`src/rtl/mem_port_arbiter_if.sv`:
```
// Request/response bundle between the fetch stage, the MEM stage, the shared memory
// and the port arbiter. The arbiter connects through the slave modport.
interface mem_port_arbiter_if;
    logic        if_req;
    logic [31:0] if_addr;
    logic        if_gnt;
    logic        if_rvalid;
    logic [31:0] if_rdata;
    logic        if_stall;

    logic        d_req;
    logic        d_we;
    logic [31:0] d_addr;
    logic [31:0] d_wdata;
    logic        d_gnt;
    logic        d_rvalid;
    logic [31:0] d_rdata;

    logic [1:0]  mem_cmd;
    logic [31:0] mem_addr;
    logic [31:0] mem_wdata;
    logic        mem_ready;
    logic        mem_rvalid;
    logic [31:0] mem_rdata;

    modport slave (
        input  if_req, if_addr, d_req, d_we, d_addr, d_wdata,
        input  mem_ready, mem_rvalid, mem_rdata,
        output if_gnt, if_rvalid, if_rdata, if_stall,
        output d_gnt, d_rvalid, d_rdata,
        output mem_cmd, mem_addr, mem_wdata
    );

    modport master (
        output if_req, if_addr, d_req, d_we, d_addr, d_wdata,
        output mem_ready, mem_rvalid, mem_rdata,
        input  if_gnt, if_rvalid, if_rdata, if_stall,
        input  d_gnt, d_rvalid, d_rdata,
        input  mem_cmd, mem_addr, mem_wdata
    );
endinterface

```
`src/rtl/mem_port_arbiter.sv`:
```
// Shares one single-ported memory between instruction fetch and the load/store unit.
// Data wins by default; after STARVE_MAX denied fetch cycles, fetch is forced through.
module mem_port_arbiter #(
    parameter int STARVE_MAX = 4
) (
    input  logic              clk,
    input  logic              rst,
    mem_port_arbiter_if.slave bus
);
    typedef enum logic [1:0] {IDLE, WAIT_I, WAIT_D} state_t;

    localparam logic [1:0] CMD_NONE  = 2'd0;
    localparam logic [1:0] CMD_LOAD  = 2'd1;
    localparam logic [1:0] CMD_STORE = 2'd2;
    localparam logic [3:0] STARVE_LIMIT = 4'(STARVE_MAX);

    state_t      state_q, state_d;
    logic [3:0]  starve_cnt_q, starve_cnt_d;
    logic        if_rvalid_q, if_rvalid_d;
    logic        d_rvalid_q, d_rvalid_d;
    logic [31:0] if_rdata_q, if_rdata_d;
    logic [31:0] d_rdata_q, d_rdata_d;

    logic issue_ok;
    logic fetch_win;
    logic data_win;
    logic unused_addr_bits;

    // The cycle a response pulse is visible is already IDLE, but must not issue.
    assign issue_ok  = ~rst & (state_q == IDLE) & bus.mem_ready & ~if_rvalid_q & ~d_rvalid_q;
    assign fetch_win = issue_ok & bus.if_req & (~bus.d_req | (starve_cnt_q == STARVE_LIMIT));
    assign data_win  = issue_ok & bus.d_req & ~fetch_win;

    assign bus.if_gnt    = fetch_win;
    assign bus.d_gnt     = data_win;
    assign bus.if_rvalid = if_rvalid_q;
    assign bus.if_rdata  = if_rdata_q;
    assign bus.d_rvalid  = d_rvalid_q;
    assign bus.d_rdata   = d_rdata_q;
    assign bus.if_stall  = bus.if_req & ~if_rvalid_q;

    assign bus.mem_cmd   = fetch_win ? CMD_LOAD :
                           data_win  ? (bus.d_we ? CMD_STORE : CMD_LOAD) : CMD_NONE;
    assign bus.mem_addr  = fetch_win ? {bus.if_addr[31:2], 2'b00} :
                           data_win  ? {bus.d_addr[31:2], 2'b00} : 32'h0;
    assign bus.mem_wdata = (data_win & bus.d_we) ? bus.d_wdata : 32'h0;

    assign unused_addr_bits = ^{bus.if_addr[1:0], bus.d_addr[1:0]};

    always_comb begin
        state_d      = state_q;
        starve_cnt_d = starve_cnt_q;
        if_rvalid_d  = 1'b0;
        d_rvalid_d   = 1'b0;
        if_rdata_d   = if_rdata_q;
        d_rdata_d    = d_rdata_q;

        unique case (state_q)
            IDLE: begin
                if (fetch_win) begin
                    state_d = WAIT_I;
                end else if (data_win & ~bus.d_we) begin
                    state_d = WAIT_D;
                end
            end
            WAIT_I: begin
                if (bus.mem_rvalid) begin
                    if_rdata_d  = bus.mem_rdata;
                    if_rvalid_d = 1'b1;
                    state_d     = IDLE;
                end
            end
            WAIT_D: begin
                if (bus.mem_rvalid) begin
                    d_rdata_d  = bus.mem_rdata;
                    d_rvalid_d = 1'b1;
                    state_d    = IDLE;
                end
            end
            default: state_d = IDLE;
        endcase

        // Counts every cycle fetch wants the port but does not get it, waits included.
        if (fetch_win) begin
            starve_cnt_d = 4'd0;
        end else if (bus.if_req && (starve_cnt_q != STARVE_LIMIT)) begin
            starve_cnt_d = starve_cnt_q + 4'd1;
        end
    end

    always_ff @(posedge clk) begin
        if (rst) begin
            state_q      <= IDLE;
            starve_cnt_q <= 4'd0;
            if_rvalid_q  <= 1'b0;
            d_rvalid_q   <= 1'b0;
            if_rdata_q   <= 32'h0;
            d_rdata_q    <= 32'h0;
        end else begin
            state_q      <= state_d;
            starve_cnt_q <= starve_cnt_d;
            if_rvalid_q  <= if_rvalid_d;
            d_rvalid_q   <= d_rvalid_d;
            if_rdata_q   <= if_rdata_d;
            d_rdata_q    <= d_rdata_d;
        end
    end
endmodule
```
`src/flat_wrapper.sv`:
```
// flat-port wrapper written by rule: the top's interface ports become plain ports
module mem_port_arbiter_flat 
#(
    parameter int STARVE_MAX = 4
)
  (clk, rst, bus_if_req, bus_if_addr, bus_d_req, bus_d_we, bus_d_addr, bus_d_wdata, bus_mem_ready, bus_mem_rvalid, bus_mem_rdata, bus_if_gnt, bus_if_rvalid, bus_if_rdata, bus_if_stall, bus_d_gnt, bus_d_rvalid, bus_d_rdata, bus_mem_cmd, bus_mem_addr, bus_mem_wdata);
  mem_port_arbiter_if bus_i ();
  input  logic clk;
  input  logic rst;
  input wire logic [$bits(bus_i.if_req)-1:0] bus_if_req;
  input wire logic [$bits(bus_i.if_addr)-1:0] bus_if_addr;
  input wire logic [$bits(bus_i.d_req)-1:0] bus_d_req;
  input wire logic [$bits(bus_i.d_we)-1:0] bus_d_we;
  input wire logic [$bits(bus_i.d_addr)-1:0] bus_d_addr;
  input wire logic [$bits(bus_i.d_wdata)-1:0] bus_d_wdata;
  input wire logic [$bits(bus_i.mem_ready)-1:0] bus_mem_ready;
  input wire logic [$bits(bus_i.mem_rvalid)-1:0] bus_mem_rvalid;
  input wire logic [$bits(bus_i.mem_rdata)-1:0] bus_mem_rdata;
  output wire logic [$bits(bus_i.if_gnt)-1:0] bus_if_gnt;
  output wire logic [$bits(bus_i.if_rvalid)-1:0] bus_if_rvalid;
  output wire logic [$bits(bus_i.if_rdata)-1:0] bus_if_rdata;
  output wire logic [$bits(bus_i.if_stall)-1:0] bus_if_stall;
  output wire logic [$bits(bus_i.d_gnt)-1:0] bus_d_gnt;
  output wire logic [$bits(bus_i.d_rvalid)-1:0] bus_d_rvalid;
  output wire logic [$bits(bus_i.d_rdata)-1:0] bus_d_rdata;
  output wire logic [$bits(bus_i.mem_cmd)-1:0] bus_mem_cmd;
  output wire logic [$bits(bus_i.mem_addr)-1:0] bus_mem_addr;
  output wire logic [$bits(bus_i.mem_wdata)-1:0] bus_mem_wdata;
  assign bus_i.if_req = bus_if_req;
  assign bus_i.if_addr = bus_if_addr;
  assign bus_i.d_req = bus_d_req;
  assign bus_i.d_we = bus_d_we;
  assign bus_i.d_addr = bus_d_addr;
  assign bus_i.d_wdata = bus_d_wdata;
  assign bus_i.mem_ready = bus_mem_ready;
  assign bus_i.mem_rvalid = bus_mem_rvalid;
  assign bus_i.mem_rdata = bus_mem_rdata;
  assign bus_if_gnt = bus_i.if_gnt;
  assign bus_if_rvalid = bus_i.if_rvalid;
  assign bus_if_rdata = bus_i.if_rdata;
  assign bus_if_stall = bus_i.if_stall;
  assign bus_d_gnt = bus_i.d_gnt;
  assign bus_d_rvalid = bus_i.d_rvalid;
  assign bus_d_rdata = bus_i.d_rdata;
  assign bus_mem_cmd = bus_i.mem_cmd;
  assign bus_mem_addr = bus_i.mem_addr;
  assign bus_mem_wdata = bus_i.mem_wdata;
  mem_port_arbiter #(.STARVE_MAX(STARVE_MAX)) u_core (.clk(clk), .rst(rst), .bus(bus_i));
endmodule
```
`config.mk`:
```
export PLATFORM = sky130hd
export DESIGN_NAME = mem_port_arbiter_flat
export DESIGN_NICKNAME = d
export VERILOG_FILES = /design/src/rtl/mem_port_arbiter_if.sv /design/src/rtl/mem_port_arbiter.sv /design/src/flat_wrapper.sv
export SDC_FILE = /design/constraint.sdc
export NUM_CORES = 1
export LEC_CHECK = 0
export BUFFER_PORTS_ARGS = -buffer_cell sky130_fd_sc_hd__buf_2
export CORE_AREA = 5 5 102 104
export DETAILED_ROUTE_END_ITERATION = 10
export DIE_AREA = 0 0 107 109
export PLACE_DENSITY = 0.8
export SLEW_MARGIN = 10
export SYNTH_ARGS = -nofsm -noshare
export SYNTH_HDL_FRONTEND = slang
export SYNTH_SLANG_ARGS = --single-unit
export TNS_END_PERCENT = 5
```
`constraint.sdc`:
```
create_clock -name clk -period 2.5 [get_ports clk]
set_clock_uncertainty 0.15 [all_clocks]
set_input_delay 0.5 -clock clk [delete_from_list [all_inputs] [get_ports clk]]
set_output_delay 0.5 -clock clk [all_outputs]
set_load 0.02 [all_outputs]
```
==> results of run 1 <==
-- what timing repair did --
item	in CTS	in global routing
setup buffers	2	1
pin swaps	24	43
gates cloned	3	1
gates resized for setup	69	55
endpoints found under the setup margin	66	66
-- cells by family after synthesis --
family / count (synthesis) / share of synthesized area (%)
AND/OR/NAND/NOR: 224 / 31.3
flip-flops: 72 / 39.8
other: 1 / 0.104
multiplexers: 1 / 0.276
buffers and inverters: 56 / 6.67
adder cells (fa/ha/maj): 5 / 1.73
AO/OA/AOI/OAI: 138 / 20.2
-- placed cells by master, fill, tap and decap left out, types with 2 or more instances in the layout --
cell	count
buf_2	198
nand2_1	134
a21oi_1	96
dfxtp_1	68
buf_4	57
nand3_1	32
and4_1	32
buf_6	22
o21ai_1	17
o21ai_0	15
clkbuf_8	11
nor2_1	5
a211oi_1	4
clkbuf_1	4
dfxtp_2	4
nand2b_1	3
and2_1	3
inv_1	3
ha_1	3
nor2_4	3
buf_12	3
inv_2	2
nor2b_1	2
ha_4	2
conb_1	2
-- sequential cells by signal (all words and copies together), names as in the netlist --
signal,count
u_core.bus.d_rdata,32
u_core.bus.d_rvalid,1
u_core.bus.if_rdata,32
u_core.bus.if_rvalid,1
u_core.starve_cnt_q,4
u_core.state_q,2
-- metal layers --
layer,part of all wire [%],global-route usage [%]
met1,38,25.4
met2,51,40.3
met3,8.7,5.45
met4,2.9,9.22
met5,0,0
-- final cells by class --
type / instances / area (um^2) / share of cell area, %
inverters: 6 / 26.3 / 0.473
well taps: 114 / 143 / 2.57
repair buffers: 281 / 1740 / 31.4
multi-input cells: 374 / 2030 / 36.5
clock buffers: 15 / 166 / 3.00
flip-flops and latches: 72 / 1450 / 26.0
-- worst paths after layout --
path / from / slack, ns / cells past startpoint / to
worst min-delay path: bus_mem_rdata[28] / 0.25 / 3 / u_core.bus.if_rdata[28]
worst min register to register: u_core.bus.if_rdata[2] / 0.30 / 2 / u_core.bus.if_rdata[2]
worst max-delay path: u_core.bus.d_rvalid / -0.04 / 4 / bus_mem_wdata[7]
worst max register to register: u_core.bus.d_rvalid / 0.66 / 5 / u_core.starve_cnt_q[3]
-- critical path, delay by kind of cell, from the launching register on --
kind          cells  cell delay, ns
simple gates      3            1.08
flops             1            0.33
buf+inv           1            0.14
-- where the power goes --
| group | switching (mW) | internal [mW] | leakage (nW) |
|---|---|---|---|
| sequential | 0.0428 | 1.23 | 0.584 |
| combinational | 0.630 | 0.405 | 1.91 |
| clock | 0.391 | 0.412 | 0.0838 |
| total | 1.06 | 2.05 | 2.58 |
==> out/results.ini, run 1 <==
[cells_and_area]
diodes = 0
drive_gt1_share_pct = 42.0
final_util_pct = 58.7
nNetsFinal = 884
fin_area_um2 = 5550
syn_to_final_growth_pct = 53.3
instances_no_fill = 862
nFillCells = 862

[global_routing]
grt_pass1_wl_mm = 20.9
grt.total_usage_pct = 22.4
grt_start_max_net_pins = 49
antenna_found_initial = 0
grt.overflow.total = 0
grt_pass1_vias = 4199

[placed_design]
gp_congestion = 0.931
place_inst = 840
io_buffers = 263
dp_slack_ns = 0.0135
placed_cell_area_um2 = 5000
dpl.hpwl_mm = 10.2

[logic_synthesis]
yosys.area.top_type = dfxtp_1
syn_inst = 497
synthFlopType = dfxtp_1
synthTopCellsByCount = nand2_1 (134), a21oi_1 (96), dfxtp_1 (72), clkbuf_1 (44), o21ai_0 (33)
ys_seq_area_share_pct = 39.8
synth_area_um2 = 3620
synth.most_common_cell = nand2_1
postSynth.asyncResetShare_pct = 0
yosysUniqueCellTypes = 37
synth_warnings = 0
avgSynthCellArea_um2 = 7.29
synth.area.top_cells = dfxtp_1 (40%), nand2_1 (14%), a21oi_1 (13%), and4_1 (7.7%), clkbuf_1 (4.6%)
synth_top_area_share_pct = 39.8
ys_ff_latch = 72
synth-edff-count = 0

[power_and_ir_drop]
finalPower_mw = 3.11
power_density_nw_per_um2 = 560
max-vdd-ir-drop_mv = 0.373
leakage_nw = 2.58

[floorplanning]
die_h_um = 109
die_area_um2 = 11700
core_area_um2 = 9460
die_x_um = 107
core.rowCount = 36
initial_core_util_pct = 38.3
io-pin-count = 270

[clock_tree]
clk_latency_ns = 0.33
clock_sinks = 72
cts_hold_buf = 0
cts_buffers = 9
cts_tree = yes
htreeDepth = 3
cts.reportedPaths.clkPinSlew_ns = 0.08
cts_root_buf = clkbuf_8
clockBufferDepth = 2

[drt]
vias = 4575
viasPerCell = 5.31
drt-total-wl_mm = 14.4
postRouteAntennaNets = 0
drc = 0
wl_per_cell_um = 16.7
drtIter0Drc = 441
dr.pass1.iters = 6

[timing]
fin_ws_ns = -0.0427
setup_viol_count_final = 15
setup_tns_ns = -0.322
fmax_mhz = 393
hold_viol = 0
hold_slack_ns = 0.255
finalCriticalPeriod_ns = 2.54
drv_slew = 0
min_period_over_period_pct = 102
rsz0062_at_grt = yes

[setup_path]
slowest_stage = or4b_4
critPathMaxStageDelay_ns = 0.63
crit_path_cell_trace = or4b_4, nor2_2, and4_1, buf_4
crit_type = flop to output pin
path_max_fanout = 6
critPathArrivalTime_ns = 1.89
start_kind = flop
cp-end-kind = output pin
required_ns = 1.85

[worst_hold_path]
worst_hold_path_type = primary input to flop

[status]
status = complete, but fails checks
violations = setup timing

[flow_run]
cap_violations = 0

(Power assumes the default switching activity.)
==> inputs of run 2 (changes only) <==
--- a/config.mk
+++ b/config.mk
@@ -10,6 +10,7 @@
 export DETAILED_ROUTE_END_ITERATION = 10
 export DIE_AREA = 0 0 107 109
 export PLACE_DENSITY = 0.8
+export SKIP_LAST_GASP = 1
 export SLEW_MARGIN = 10
 export SYNTH_ARGS = -nofsm -noshare
 export SYNTH_HDL_FRONTEND = slang
==> run 2 against run 1 <==
The flow still finishes with violations (setup timing). Critical path depth did not move. Clock power about the same. Die area did not move. First-iteration DRC count grew 13%. Routed wire length down 3.8%. Final cell count unchanged. Register-to-register slack lost 0.07 ns. Sequential cell count is the same. Non-clock buffer count did not move.
==> out/results.ini, run 2 (synthesis results as in run 1) <==
[drt]
viasPerCell = 5.30  ; -0.22%
drtIter0Drc = 498  ; +13%
drt-total-wl_mm = 13.8  ; -3.8%
drc = 0  ; unchanged
dr.pass1.iters = 6  ; unchanged
vias = 4565  ; -0.22%
postRouteAntennaNets = 0  ; unchanged
wl_per_cell_um = 16.0  ; -3.8%

[flow_run]
cap_violations = 0  ; unchanged

[cells_and_area]
diodes = 0  ; unchanged
nFillCells = 877  ; +1.7%
instances_no_fill = 862  ; unchanged
drive_gt1_share_pct = 41.3  ; -0.67 points
layout_commonest_cell = buf_2
syn_to_final_growth_pct = 47.3
layout_common_cells = buf_2 (251), nand2_1 (134), a21oi_1 (96)
nNetsFinal = 884  ; unchanged

[global_routing]
grt_pass1_vias = 4161  ; -0.90%
grt.overflow.total = 0  ; unchanged
grt_start_max_net_pins = 49  ; unchanged
grt.total_usage_pct = 21.9  ; -0.53 points
antenna_found_initial = 0  ; unchanged
grt_pass1_wl_mm = 20.6  ; -1.6%

[floorplanning]
initial_core_util_pct = 38.3  ; unchanged
die_area_um2 = 11700  ; unchanged
core.rowCount = 36  ; unchanged
die_x_um = 107  ; unchanged
core_area_um2 = 9460  ; unchanged
io-pin-count = 270  ; unchanged
die_h_um = 109  ; unchanged

[timing]
setup_viol_count_final = 35  ; +20
fin_ws_ns = -0.0864  ; -0.0437 ns
hold_viol = 0  ; unchanged
drv_slew = 0  ; unchanged
fmax_mhz = 387  ; -1.7%
finalCriticalPeriod_ns = 2.59  ; +0.0437 ns
min_period_over_period_pct = 103  ; +1.7 points
rsz0062_at_grt = yes

[clock_tree]
cts_tree = yes
clock_sinks = 72  ; unchanged
cts_buffers = 9  ; unchanged
cts_hold_buf = 0  ; unchanged
clk_latency_ns = 0.33  ; about the same
htreeDepth = 3  ; unchanged
cts_root_buf = clkbuf_8
clockBufferDepth = 2  ; unchanged
cts.reportedPaths.clkPinSlew_ns = 0.08  ; about the same

[setup_path]
regToRegEndpoint = u_core.starve_cnt_q[3]
rrSetupSlack_ns = 0.59  ; -0.07 ns
timing.rr.start = u_core.bus.d_rvalid
critPathArrivalTime_ns = 1.94  ; +0.05 ns
start_kind = flop
worst-r2r-cell-count = 5  ; unchanged
cp-end-kind = output pin
crit_type = flop to output pin
path_max_fanout = 6  ; unchanged
required_ns = 1.85  ; about the same

[worst_hold_path]
hold_path_end = u_core.bus.if_rdata[28]
worst_hold_path_type = primary input to flop
hp-start = bus_mem_rdata[28]
whs_path_depth = 3  ; unchanged

[power_and_ir_drop]
leakage_nw = 2.56  ; -0.65%
finalPower_mw = 3.06  ; -1.7%
max-vdd-ir-drop_mv = 0.369  ; -1.1%
power_density_nw_per_um2 = 573  ; +2.3%

[placed_design]
place_inst = 840  ; unchanged
dpl.hpwl_mm = 10.2  ; unchanged
gp_congestion = 0.931  ; unchanged
io_buffers = 263  ; unchanged

[status]
violations = setup timing
status = complete, but fails checks

[run 2: routing by layer]
layer / share of wire (%) / wire, um / vias to the layer above / track usage [%]
met3: 8.9 / 1230 / 33 / 5.33
met5: 0 / 0 / - / 0
met2: 51 / 6980 / 232 / 38.7
met4: 2.9 / 398 / 0 / 8.77
li1: - / - / 2212 / -
met1: 38 / 5210 / 2088 / 25.4
[run 2: stage by stage]
stage	cell area [um^2]	hold slack [ns]	TNS, ns	setup slack, ns	util (%)
6_report	5340	0.252	-1.32	-0.0864	56.4
2_1_floorplan	3630	0.324	0	0.234	-
3_3_place_gp	5000	0.289	0	0.0406	52.9
4_1_cts	5280	0.237	-1.24	-0.0453	55.8
3_5_place_dp	5000	0.296	0	0.0135	52.9
5_1_grt	5340	0.243	-5.83	-0.142	56.4
[run 2: repair_timing]
item                                    CTS  global route
endpoints found under the setup margin   66            66
gates cloned                              3             1
buffers inserted                          2             1
gates resized for setup                  15            15
pin swaps                                 4             7
[run 2: area by class of cell]
type	count	area (um^2)	area share, %
Inverter	6	26.3	0.492
Tap cell	114	143	2.67
Timing Repair Buffer	281	1540	28.9
Multi-Input combinational cell	374	2020	37.8
Sequential cell	72	1440	27.0
Clock buffer	15	166	3.12
[run 2: where the power goes]
part | internal [mW] | leakage, nW | switching, mW
clock | 0.412 | 0.0838 | 0.389
sequential | 1.23 | 0.583 | 0.0422
combinational | 0.366 | 1.90 | 0.617
total | 2.01 | 2.56 | 1.05
[run 2: worst max-delay path by stage]
stage / from / end / slack, ns
after floorplan: bus_if_req / bus_mem_addr[10] / 0.23
after global placement: rst / bus_mem_wdata[10] / 0.04
after detailed placement: rst / bus_mem_wdata[30] / 0.01
after CTS: u_core.bus.if_rvalid / bus_mem_wdata[31] / -0.05
after global routing: u_core.bus.d_rvalid / bus_mem_wdata[20] / -0.14
final: u_core.bus.d_rvalid / bus_mem_wdata[24] / -0.09
[run 2: worst max-delay path, stage by stage (launching register included)]
cell and delay (ns):
dfxtp_2 0.33, or4b_4 0.66, nor2_2 0.23, and4_1 0.22, buf_2 0.17
==> inputs of run 3 (changes only) <==
--- a/config.mk
+++ b/config.mk
@@ -6,11 +6,10 @@
 export NUM_CORES = 1
 export LEC_CHECK = 0
 export BUFFER_PORTS_ARGS = -buffer_cell sky130_fd_sc_hd__buf_2
-export CORE_AREA = 5 5 102 104
+export CORE_AREA = 5 5 100 102
 export DETAILED_ROUTE_END_ITERATION = 10
-export DIE_AREA = 0 0 107 109
-export PLACE_DENSITY = 0.8
-export SKIP_LAST_GASP = 1
+export DIE_AREA = 0 0 105 107
+export PLACE_DENSITY = 0.83
 export SLEW_MARGIN = 10
 export SYNTH_ARGS = -nofsm -noshare
 export SYNTH_HDL_FRONTEND = slang
==> run 3 against run 2 <==
The run still ends with setup timing left. Maximum frequency is 0.36% higher. Via count increased by 0.44%. Register-to-register slack worse by 0.06 ns. First-iteration DRC count fell by 45%. Critical path depth is the same. Die area decreased by 3.7%.
==> out/results.ini, run 3 (synthesis results as in run 1) <==
[status]
status = complete, but fails checks
violations = setup timing

[cells_and_area]
nFillCells = 799  ; -8.9%
diodes = 0  ; unchanged
multi_input_area_um2 = 2010  ; -0.19%
nNetsFinal = 883  ; -0.11%
final_util_pct = 61.7  ; +5.3 points
instances_no_fill = 859  ; -0.35%
syn_to_final_growth_pct = 53.6
layout_common_cells = buf_2 (198), nand2_1 (134), a21oi_1 (95)
layout_commonest_cell = buf_2
drive_gt1_share_pct = 42.8  ; +1.5 points
regArea_um2 = 1450  ; +0.26%

[setup_path]
required_ns = 1.85  ; about the same
critPathMaxStageDelay_ns = 0.62  ; -0.04 ns
critPathArrivalTime_ns = 1.93  ; about the same
start_kind = flop
crit_family = simple AND/OR/NAND/NOR gates
crit_buf_inv = 1  ; unchanged
rrSetupSlack_ns = 0.53  ; -0.06 ns
crit_type = flop to output pin
cp-end-kind = output pin
slowest_stage = or4b_4
crit_path_cell_trace = or4b_4, nor2_4, and4_1, buf_6
path_max_fanout = 8  ; +2

[timing]
drv_slew = 0  ; unchanged
relSlewSlack_pct = 58.0
rsz0062_at_grt = yes
min_period_over_period_pct = 103  ; -0.37 points
finalCriticalPeriod_ns = 2.58  ; -0.00936 ns
worstMarginPinSlew_ns = 0.629
hold_viol = 0  ; unchanged
setup_viol_count_final = 36  ; +2.9%
fin_ws_ns = -0.0770  ; +0.00936 ns
fmax_mhz = 388  ; +0.36%

[clock_tree]
htreeDepth = 3  ; unchanged
cts_buffers = 9  ; unchanged
cts_root_buf = clkbuf_8
clk_latency_ns = 0.33  ; about the same
cts.reportedPaths.clkPinSlew_ns = 0.07  ; about the same
clock_sinks = 72  ; unchanged
cts_tree = yes
clockBufferDepth = 2  ; unchanged

[global_routing]
grt_pass1_vias = 4468  ; +7.4%
grt_pass1_wl_mm = 22.0  ; +6.6%
grt.overflow.total = 0  ; unchanged
grt.total_usage_pct = 23.6  ; +1.8 points
antenna_found_initial = 0  ; unchanged
grt_start_max_net_pins = 65  ; +33%

[floorplanning]
core_area_um2 = 9020  ; -4.6%
initial_core_util_pct = 40.2  ; +1.9 points
die_area_um2 = 11200  ; -3.7%
die_x_um = 105  ; -1.9%
io-pin-count = 270  ; unchanged
die_h_um = 107  ; -1.8%
core.rowCount = 35  ; -2.8%

[placed_design]
place_inst = 836  ; -0.48%
io_buffers = 263  ; unchanged
gp_congestion = 0.853  ; -8.4%
dpl.hpwl_mm = 10.2  ; about the same

[drt]
postRouteAntennaNets = 0  ; unchanged
wl_per_cell_um = 16.8  ; +4.9%
drt-total-wl_mm = 14.4  ; +4.5%
drtIter0Drc = 275  ; -45%
viasPerCell = 5.34  ; +0.79%
vias = 4585  ; +0.44%
dr.pass1.iters = 6  ; unchanged
drc = 0  ; unchanged

[power_and_ir_drop]
leakage_nw = 2.59  ; +1.1%
power_density_nw_per_um2 = 576  ; +0.61%
finalPower_mw = 3.21  ; +4.9%
max-vdd-ir-drop_mv = 0.419  ; +14%

[worst_hold_path]
worst_hold_path_type = primary input to flop

[flow_run]
cap_violations = 0  ; unchanged

-- run 3: area by class of cell --
class / instances / area share [%]
multi-input cells: 373 / 36.2
repair buffers: 281 / 31.3
flip-flops and latches: 72 / 26.0
clock buffers: 11 / 2.54
well taps: 111 / 2.50
clock inverters: 5 / 1.01
inverters: 6 / 0.472
-- run 3: final timing paths --
check	from	endpoint	cells after the start
setup / recovery	u_core.bus.d_rvalid	bus_mem_wdata[6]	4
hold / removal	bus_mem_rdata[28]	u_core.bus.d_rdata[28]	3
setup reg to reg	u_core.bus.d_rvalid	u_core.state_q[0]	6
hold reg to reg	u_core.bus.d_rdata[11]	u_core.bus.d_rdata[11]	2
-- run 3: through the flow --
step | instance area [um^2] | setup slack [ns] | hold slack, ns | setup TNS, ns
6_report | 5560 | -0.0770 | 0.253 | -0.742
2_1_floorplan | 3630 | 0.234 | 0.324 | 0
5_1_grt | 5560 | -0.172 | 0.225 | -5.08
3_5_place_dp | 5000 | 0.0132 | 0.295 | 0
4_1_cts | 5470 | -0.0302 | 0.238 | -0.222
3_3_place_gp | 5000 | 0.0547 | 0.289 | 0
-- run 3: layer usage --
layer	part of all wire (%)	GRT usage (%)	vias to the layer above	routed length [um]
met4	2.4	9.13	0	352
met1	36	25.9	2082	5270
met5	0	0	-	0
met2	51	41.2	268	7330
met3	10	8.97	24	1490
li1	-	-	2211	-
-- run 3: worst reg2reg max path: stages (launching register included) --
cell	delay (ns)
dfxtp_2	0.34
or4b_4	0.62
buf_4	0.20
a211oi_4	0.20
buf_4	0.15
buf_4	0.12
o2bb2ai_1	0.11
-- run 3: repair_timing --
action	4_1_cts	5_1_grt
gates cloned	4	0
pin swaps	27	34
setup buffers	3	0
hold buffers	0	0
gates resized for setup	78	49
endpoints found under the setup margin	66	66
-- run 3: power breakdown --
part / switching [mW] / internal, mW / leakage (nW)
Clock: 0.419 / 0.487 / 0.0993
Sequential: 0.0434 / 1.23 / 0.584
Combinational: 0.632 / 0.396 / 1.91
Total: 1.09 / 2.11 / 2.59
